===== src/rtl/mem_arbiter_pkg.sv =====
// Shared types and constants for the memory arbiter: FSM encoding, requester
// indices, default widths and an index-width helper.
package mem_arbiter_pkg;

  typedef enum logic [1:0] {
    ST_IDLE   = 2'd0,
    ST_ACTIVE = 2'd1,
    ST_LOCKED = 2'd2
  } arb_state_e;

  localparam int REQ_FETCH = 0;
  localparam int REQ_DATA  = 1;
  localparam int REQ_LOAD  = 2;

  localparam int DEF_NREQ   = 3;
  localparam int DEF_ADDR_W = 8;
  localparam int DEF_DATA_W = 8;

  // Width of a requester index; a lone requester still needs one bit.
  function automatic int idx_width(input int n);
    return (n > 1) ? $clog2(n) : 1;
  endfunction

endpackage


===== src/rtl/mem_arbiter_rr_pick.sv =====
// Combinational round-robin selector: scans from last winner + 1 (wrapping)
// and returns a one-hot grant plus the winner index.
module rr_pick
  import mem_arbiter_pkg::*;
#(
  parameter int NREQ = DEF_NREQ,
  parameter int IW   = idx_width(DEF_NREQ)
) (
  input  logic [NREQ-1:0] req_i,
  input  logic [IW-1:0]   last_i,
  output logic [NREQ-1:0] gnt_o,
  output logic [IW-1:0]   idx_o,
  output logic            any_o
);

  // The previous winner is visited last, so it only wins again when alone.
  always_comb begin
    gnt_o = '0;
    idx_o = '0;
    any_o = 1'b0;
    for (int off = 1; off <= NREQ; off++) begin
      if (!any_o && req_i[(int'(last_i) + off) % NREQ]) begin
        any_o = 1'b1;
        gnt_o[(int'(last_i) + off) % NREQ] = 1'b1;
        idx_o = IW'((int'(last_i) + off) % NREQ);
      end
    end
  end

endmodule


===== src/rtl/mem_arbiter.sv =====
// Round-robin arbiter in front of a synchronous single-port RAM; one access
// issued per cycle, acked one cycle later. Optional ownership lock: MEM_ARB_LOCK_EN.
module mem_arbiter
  import mem_arbiter_pkg::*;
#(
  parameter int NREQ   = DEF_NREQ,
  parameter int ADDR_W = DEF_ADDR_W,
  parameter int DATA_W = DEF_DATA_W
) (
  input  logic                     clk,
  input  logic                     reset,
  input  logic [NREQ-1:0]          req,
  input  logic [NREQ-1:0]          we,
  input  logic [NREQ*ADDR_W-1:0]   addr,
  input  logic [NREQ*DATA_W-1:0]   wdata,
`ifdef MEM_ARB_LOCK_EN
  input  logic [NREQ-1:0]          lock,
`endif
  output logic [NREQ-1:0]          gnt,
  output logic [NREQ-1:0]          ack,
  output logic [DATA_W-1:0]        rdata,
  output logic                     mem_en,
  output logic                     mem_we,
  output logic [ADDR_W-1:0]        mem_addr,
  output logic [DATA_W-1:0]        mem_wdata,
  input  logic [DATA_W-1:0]        mem_rdata,
  output logic [1:0]               dbg_state_o
);

  // Handshake: a requester holds req/we/addr/wdata until it sees gnt in the
  // same cycle; the matching ack is a one-cycle pulse on the following cycle,
  // and for reads rdata carries the RAM word during that ack cycle only.

  localparam int IW = idx_width(NREQ);

  arb_state_e          state_q, state_d;
  logic [IW-1:0]       last_winner_q, last_winner_d;
  logic [NREQ-1:0]     ack_q;
  logic                rd_pend_q;
  logic [DATA_W-1:0]   rdata_hold_q;

  logic [NREQ-1:0]     lock_w;
  logic [NREQ-1:0]     owner_mask;
  logic [NREQ-1:0]     eligible;
  logic [NREQ-1:0]     pick_gnt;
  logic [IW-1:0]       pick_idx;
  logic                pick_any;
  logic                grant;
  logic                lock_held;

`ifdef MEM_ARB_LOCK_EN
  assign lock_w = lock;
`else
  assign lock_w = '0;
`endif

  // Ownership persists while the last winner keeps its lock asserted.
  assign lock_held = (state_q == ST_LOCKED) && lock_w[last_winner_q];

  always_comb begin
    owner_mask = '0;
    owner_mask[last_winner_q] = 1'b1;
    eligible = lock_held ? (req & owner_mask) : req;
  end

  rr_pick #(
    .NREQ (NREQ),
    .IW   (IW)
  ) u_pick (
    .req_i  (eligible),
    .last_i (last_winner_q),
    .gnt_o  (pick_gnt),
    .idx_o  (pick_idx),
    .any_o  (pick_any)
  );

  assign grant = pick_any && !reset;

  always_comb begin
    gnt       = '0;
    mem_en    = 1'b0;
    mem_we    = 1'b0;
    mem_addr  = '0;
    mem_wdata = '0;
    if (grant) begin
      gnt       = pick_gnt;
      mem_en    = 1'b1;
      mem_we    = we[pick_idx];
      mem_addr  = addr[int'(pick_idx) * ADDR_W +: ADDR_W];
      mem_wdata = wdata[int'(pick_idx) * DATA_W +: DATA_W];
    end
  end

  always_comb begin
    state_d       = state_q;
    last_winner_d = last_winner_q;
    if (grant) begin
      last_winner_d = pick_idx;
      state_d       = lock_w[pick_idx] ? ST_LOCKED : ST_ACTIVE;
    end else if (lock_held) begin
      state_d = ST_LOCKED;
    end else begin
      state_d = ST_IDLE;
    end
  end

  // Reset masks an in-flight ack immediately rather than one edge later.
  assign ack   = reset ? '0 : ack_q;
  assign rdata = reset ? '0 : (rd_pend_q ? mem_rdata : rdata_hold_q);

  always_ff @(posedge clk) begin
    if (reset) begin
      state_q       <= ST_IDLE;
      last_winner_q <= IW'(NREQ - 1);
      ack_q         <= '0;
      rd_pend_q     <= 1'b0;
      rdata_hold_q  <= '0;
    end else begin
      state_q       <= state_d;
      last_winner_q <= last_winner_d;
      ack_q         <= gnt;
      rd_pend_q     <= grant && !we[pick_idx];
      rdata_hold_q  <= rdata;
    end
  end

  assign dbg_state_o = state_q;

endmodule

===== config.mk =====
export PLATFORM = sky130hd
export DESIGN_NAME = mem_arbiter
export DESIGN_NICKNAME = d
export VERILOG_FILES = /design/src/rtl/mem_arbiter_pkg.sv /design/src/rtl/mem_arbiter_rr_pick.sv /design/src/rtl/mem_arbiter.sv
export SDC_FILE = /design/constraint.sdc
export NUM_CORES = 1
export LEC_CHECK = 0
export CORE_ASPECT_RATIO = 0.8
export CORE_MARGIN = 2
export CORE_UTILIZATION = 33
export DETAILED_ROUTE_END_ITERATION = 8
export PLACE_DENSITY = 0.88
export REMOVE_ABC_BUFFERS = 1
export SLEW_MARGIN = 20
export SYNTH_ARGS = -nofsm -noshare
export SYNTH_HDL_FRONTEND = slang
export SYNTH_SLANG_ARGS = --single-unit

===== constraint.sdc =====
create_clock -name clk -period 2.35 [get_ports clk]
set_input_delay 0.235 -clock clk [delete_from_list [all_inputs] [get_ports clk]]
set_output_delay 0.235 -clock clk [all_outputs]
set_load 0.1 [all_outputs]

======== Word level (Yosys, flattened, before mapping) ========
Index checks and enable logic that the tools add are counted.
word-level totals
  logic and storage cells ................. 83
  output and inout port bits .............. 34
  bits of input ports ..................... 64
  register bits ........................... 16
cells by class
  divide/modulo/power cells ............... 3
  shift operators ......................... 2
  $add $sub $neg .......................... 3
  bitwise logic cells ..................... 3
  equality and inequality tests ........... 1
  reductions and logical operators ........ 13
  muxes and demuxes ....................... 44
  order comparisons ....................... 9
operators with widths
  cell                     number
  $ge A32 B1 Y1 const B    3
  $lt A32 B4 Y1 const B    3
  $mod A32 B3 Y32 const B  3
  $shiftx A24 B6 Y8        2
  $mux W8                  4
  $mux W1                  18
  $mux W3                  6
  $bmux W1 S2              6
  $mux W2                  6
  $logic_and A1 B1 Y1      9
  $demux W1 S2             4
  $add A2 B2 Y3 const B    2
  $lt A2 B3 Y1 const B     2
  $or A3 B3 Y3             2
  $logic_not A1 Y1         4
  $add A2 B1 Y3 const B    1
  $and A3 B3 Y3            1
  $eq A2 B2 Y1 const B     1
  $ge A2 B1 Y1 const B     1

======== Logic depth before layout (Yosys ltp) ========
  depth in word-level cells ............... 20
  gate-level depth with buffers ........... 10
  mapped depth without buffers ............ 7

======== Hierarchy ========
From an unflattened synthesis, not the netlist that was laid out.
unflattened totals
  cells, all modules ...................... 180
  area, all modules ....................... 1456.4 sq um
modules (own cells, without submodules)
  module       instances  cells each  seq. area each (sq um)  area each (sq um)
  mem_arbiter  1          140         300.3                   1174.9
  rr_pick      1          40          0.0                     281.5

======== Least setup slack after synthesis ========
No wires, ideal clock.
  path type ............................... reg-to-output
  start ................................... register last_winner_q[0]
  end ..................................... output port mem_addr[7]
  setup slack ............................. -2511 ps
  stages on the path, launching flop included .. 10
  path buffers ............................ 2
  arrival time ............................ 4626 ps
  cell sequence ........................... dfxtp_1 inv_1 ha_1 buf_2 nor2b_1 o31a_1 nor3_1 buf_2 nor2_1 nor4_1
on the way
  cells in the longest elaborated chain, start to end .. 18
  elaborated cells on any way between the ends .. 38
RTL lines
  what                                                                      line                source
  start, declared                                                           mem_arbiter.sv:37   logic [IW-1:0] last_winner_q, last_winner_d;
  start signal, assigned                                                    mem_arbiter.sv:114  last_winner_q <= IW'(NREQ - 1);
  start signal, assigned                                                    mem_arbiter.sv:120  last_winner_q <= last_winner_d;
  parallel branches: the longest is 17 deep, another holds $mod A32 B3 Y32  n/a
  $mux W8 *                                                                 mem_arbiter.sv:85   if (grant) begin
  end, declared                                                             mem_arbiter.sv:24   output logic [ADDR_W-1:0] mem_addr,
Mark *: on every way between the ends. The select of a mux whose other input is x is not followed.

======== Worst setup path after layout ========
Same ends and word-level chain as after synthesis.

==> summary.md <==
| Metric | Value |
|---|---|
| Status | `finished with violations` |
| Failing checks | `setup timing` |
| Synthesis-stage register bit count | `15` |
| Sequential-to-total area share from yosys stat | `20.4%` |
| Antenna cells | `0` |
| Starting DRT DRC Count | `between 80 and 90` |
| Worst hold path class | `flip-flop to flip-flop` |
| Crit Path Category | `flip-flop to output pin` |
| Share of post-route cells with drive strength above 1 | `42.3%` |
| Most common library cells after synthesis | `nor2_1, nor2b_1, dfxtp_1, nor4_2, mux2i_1` |
| Largest cells by area after synthesis | `dfxtp_1, nor4_2, nor2_1, nor2b_1, mux2i_1` |
| Drt total wl | `6790 um` |
| Count of cell types in the netlist | `35` |
| Core Area | `roughly 4200 um2` |
| Total GRT Usage | `between 20 and 25%` |
| Post-Synthesis Cells | `about 190` |
| # rows | `21` |
| Max clock buf depth | `2` |
| Drt first pass iters | `4` |
| Initial antenna violation count | `0` |
| Syn avg cell area | `7.64 um2` |
| Worst endpoint required time | `2.12 ns` |
| Setup ws final | `-0.597 ns` |
| Routed Antenna Nets | `0` |
| Final critical-path required period | `between 2 and 3 ns` |
| Die X | `78.7 um` |
| Grt total ovfl | `0` |
| CP startpoint kind | `flip-flop` |
| Largest net degree at the start of global routing | `21` |
| Nets | `388` |
| DIE AREA | `~5000 um2` |
| Vias in the first global route | `2029` |
| Finish-stage setup viols | `21` |
| Area leader, netlist | `dfxtp_1` |
| Root buffer cell | `clkbuf_8` |
| Vias post-DR | `1988` |
| Hold-fix buffers, CTS | `0` |
| Largest family of logic cells by synthesized area | `simple AND/OR/NAND/NOR gates` |
| Final Wtd Congestion | `about 1.0` |
| Post-Synth XOR/XNOR Area | `0%` |
| Most common cell in the netlist | `nor2_1` |
| Worst skew pair latency | `0.25 ns` |
| Synth Area in Compound Gates | `8.23%` |
| Setup TNS | `-9.87 ns` |
| Via/cell ratio | `5.29` |
| Port Buf Inserts | `96` |
| CP arrival | `about 2.7 ns` |
| Residual DRC | `0` |
| Largest fanout on the critical path | `11` |
| Starting density of the core | `34.8%` |
| Final Hold Vio Count | `0` |
| Wire per inst | `18.1 um` |
| YS warnings | `0` |
| Simple-gate share of the synthesized area | `about half` |
| Synth Area in Adders | `3.40%` |
| First-pass GRT wire length | `8980 um` |
| Endpoint class of the critical path | `output pin` |
| CTS tree | `done` |
| RSZ-0062 raised after global routing | `yes` |
| Clk sinks | `15` |
| Worst clock skew | `between 0.003 and 0.004 ns` |
| Clock transition at the registers of the reported paths | `0.06 ns` |
| Post-synth EDFFs | `0` |
| Fraction of registers with async set/reset | `0%` |
| Mapped Area | `1470 um2` |
| Number of H-tree levels | `1` |
| Final cycle utilization of the critical path | `125%` |
| Final Max Tran Viols | `0` |
| Io pins | `98` |
| Synth Flop Type | `dfxtp_1` |
| CTS buffer count | `3` |
| Synth top area share | `20.4%` |
| Mux cell area share after synthesis | `8.23%` |
| Post-DP HPWL | `4060 um` |
| Maxcap violations | `0` |
| Die H | `63.8 um` |
| Max Clk Rate | `0.339 GHz` |
| Layout area overhead | `138%` |
==> final timing paths <==
| check | depth (start not counted) | from | to | slack [ns] |
|---|---|---|---|---|
| max | 11 | last_winner_q[0]$_SDFFE_PP0P_ | mem_addr[7] | -0.60 |
| min | 2 | rdata_hold_q[0]$_SDFF_PP0_ | rdata_hold_q[0]$_SDFF_PP0_ | 0.49 |
| max reg2reg | 9 | last_winner_q[0]$_SDFFE_PP0P_ | rd_pend_q$_SDFF_PP0_ | 0.02 |
| min reg2reg | 2 | rdata_hold_q[0]$_SDFF_PP0_ | rdata_hold_q[0]$_SDFF_PP0_ | 0.49 |
==> area by class of cell <==
class / instances / area [um2]
clock buffer: 4 / 45.0
fill: 204 / 729
inverter: 6 / 27.5
multi-input combinational: 154 / 1330
sequential: 15 / 308
tap: 57 / 71.3
timing repair buffer: 140 / 1720
==> stage by stage <==
| stage | instances | setup slack, ns | hold slack [ns] | area (um2) | util (%) |
|---|---|---|---|---|---|
| floorplan | 175 | -3.24 | 0.307 | 1360 | - |
| global placement | 365 | -0.307 | 0.468 | 3030 | 71.5 |
| detailed placement | 365 | -0.395 | 0.485 | 3030 | 71.5 |
| CTS | 375 | -0.490 | 0.498 | 3280 | 77.6 |
| global route | 376 | -0.734 | 0.532 | 3500 | 82.8 |
| finish | 376 | -0.597 | 0.494 | 3500 | 82.8 |
==> cells by family after synthesis <==
logic type	Yosys count
simple gates	119
buf+inv	24
compound gates	18
flops	15
mux	12
fa+ha+maj	4
other cells	1
==> routing by layer <==
metal / track usage [%] / part of all wire, % / up-vias
li1: - / - / 918
met1: 24.5 / 37 / 938
met2: 41.3 / 52 / 110
met3: 5.23 / 8.2 / 22
met4: 9.87 / 3.6 / 0
met5: 0 / 0 / -
==> worst max-delay path: stages (launching register included) <==
cell and delay [ns]:
dfxtp_4 0.38, inv_4 0.06, ha_4 0.24, buf_4 0.17
nor4bb_4 0.30, and3_1 0.29, or3_4 0.18, buf_12 0.16
nor3_2 0.06, nor4_1 0.28, buf_4 0.19, buf_12 0.17
==> cell usage in the layout (no fill, tap or decap), types with 2 or more instances in the layout <==
| master | instances |
|---|---|
| inv_1 | 4 |
| buf_4 | 34 |
| nor4_2 | 11 |
| nand2_1 | 3 |
| nand3b_1 | 2 |
| nor3_2 | 8 |
| nor3_4 | 6 |
| nor3_1 | 4 |
| or3_4 | 2 |
| inv_4 | 2 |
| mux2i_1 | 11 |
| clkdlybuf4s50_1 | 62 |
| buf_12 | 33 |
| nor2_1 | 42 |
| nor2b_1 | 20 |
| nor2b_4 | 2 |
| a21oi_1 | 5 |
| bufbuf_16 | 2 |
| nand3_1 | 2 |
| dfxtp_1 | 13 |
| nor4_4 | 5 |
| clkbuf_8 | 3 |
| buf_6 | 7 |
| ha_4 | 4 |
| dfxtp_4 | 2 |
| o21ai_0 | 2 |
| a211oi_2 | 2 |
==> flip-flops by register name (all words and copies together) (netlist names) <==
register and cells:
rd_pend_q 1, last_winner_q 2, dbg_state_o 1, ack_q 3, rdata_hold_q 8
==> repair_timing <==
item	4_1_cts	5_1_grt
gates cloned	2	0
endpoints found under the hold margin	0	0
resized for setup	25	41
setup endpoints to repair	22	21
pin swaps	5	18
buffers inserted	4	4
Power is not shown: default switching activity piles up to over one toggle a cycle in this logic, so the estimate is an artifact.
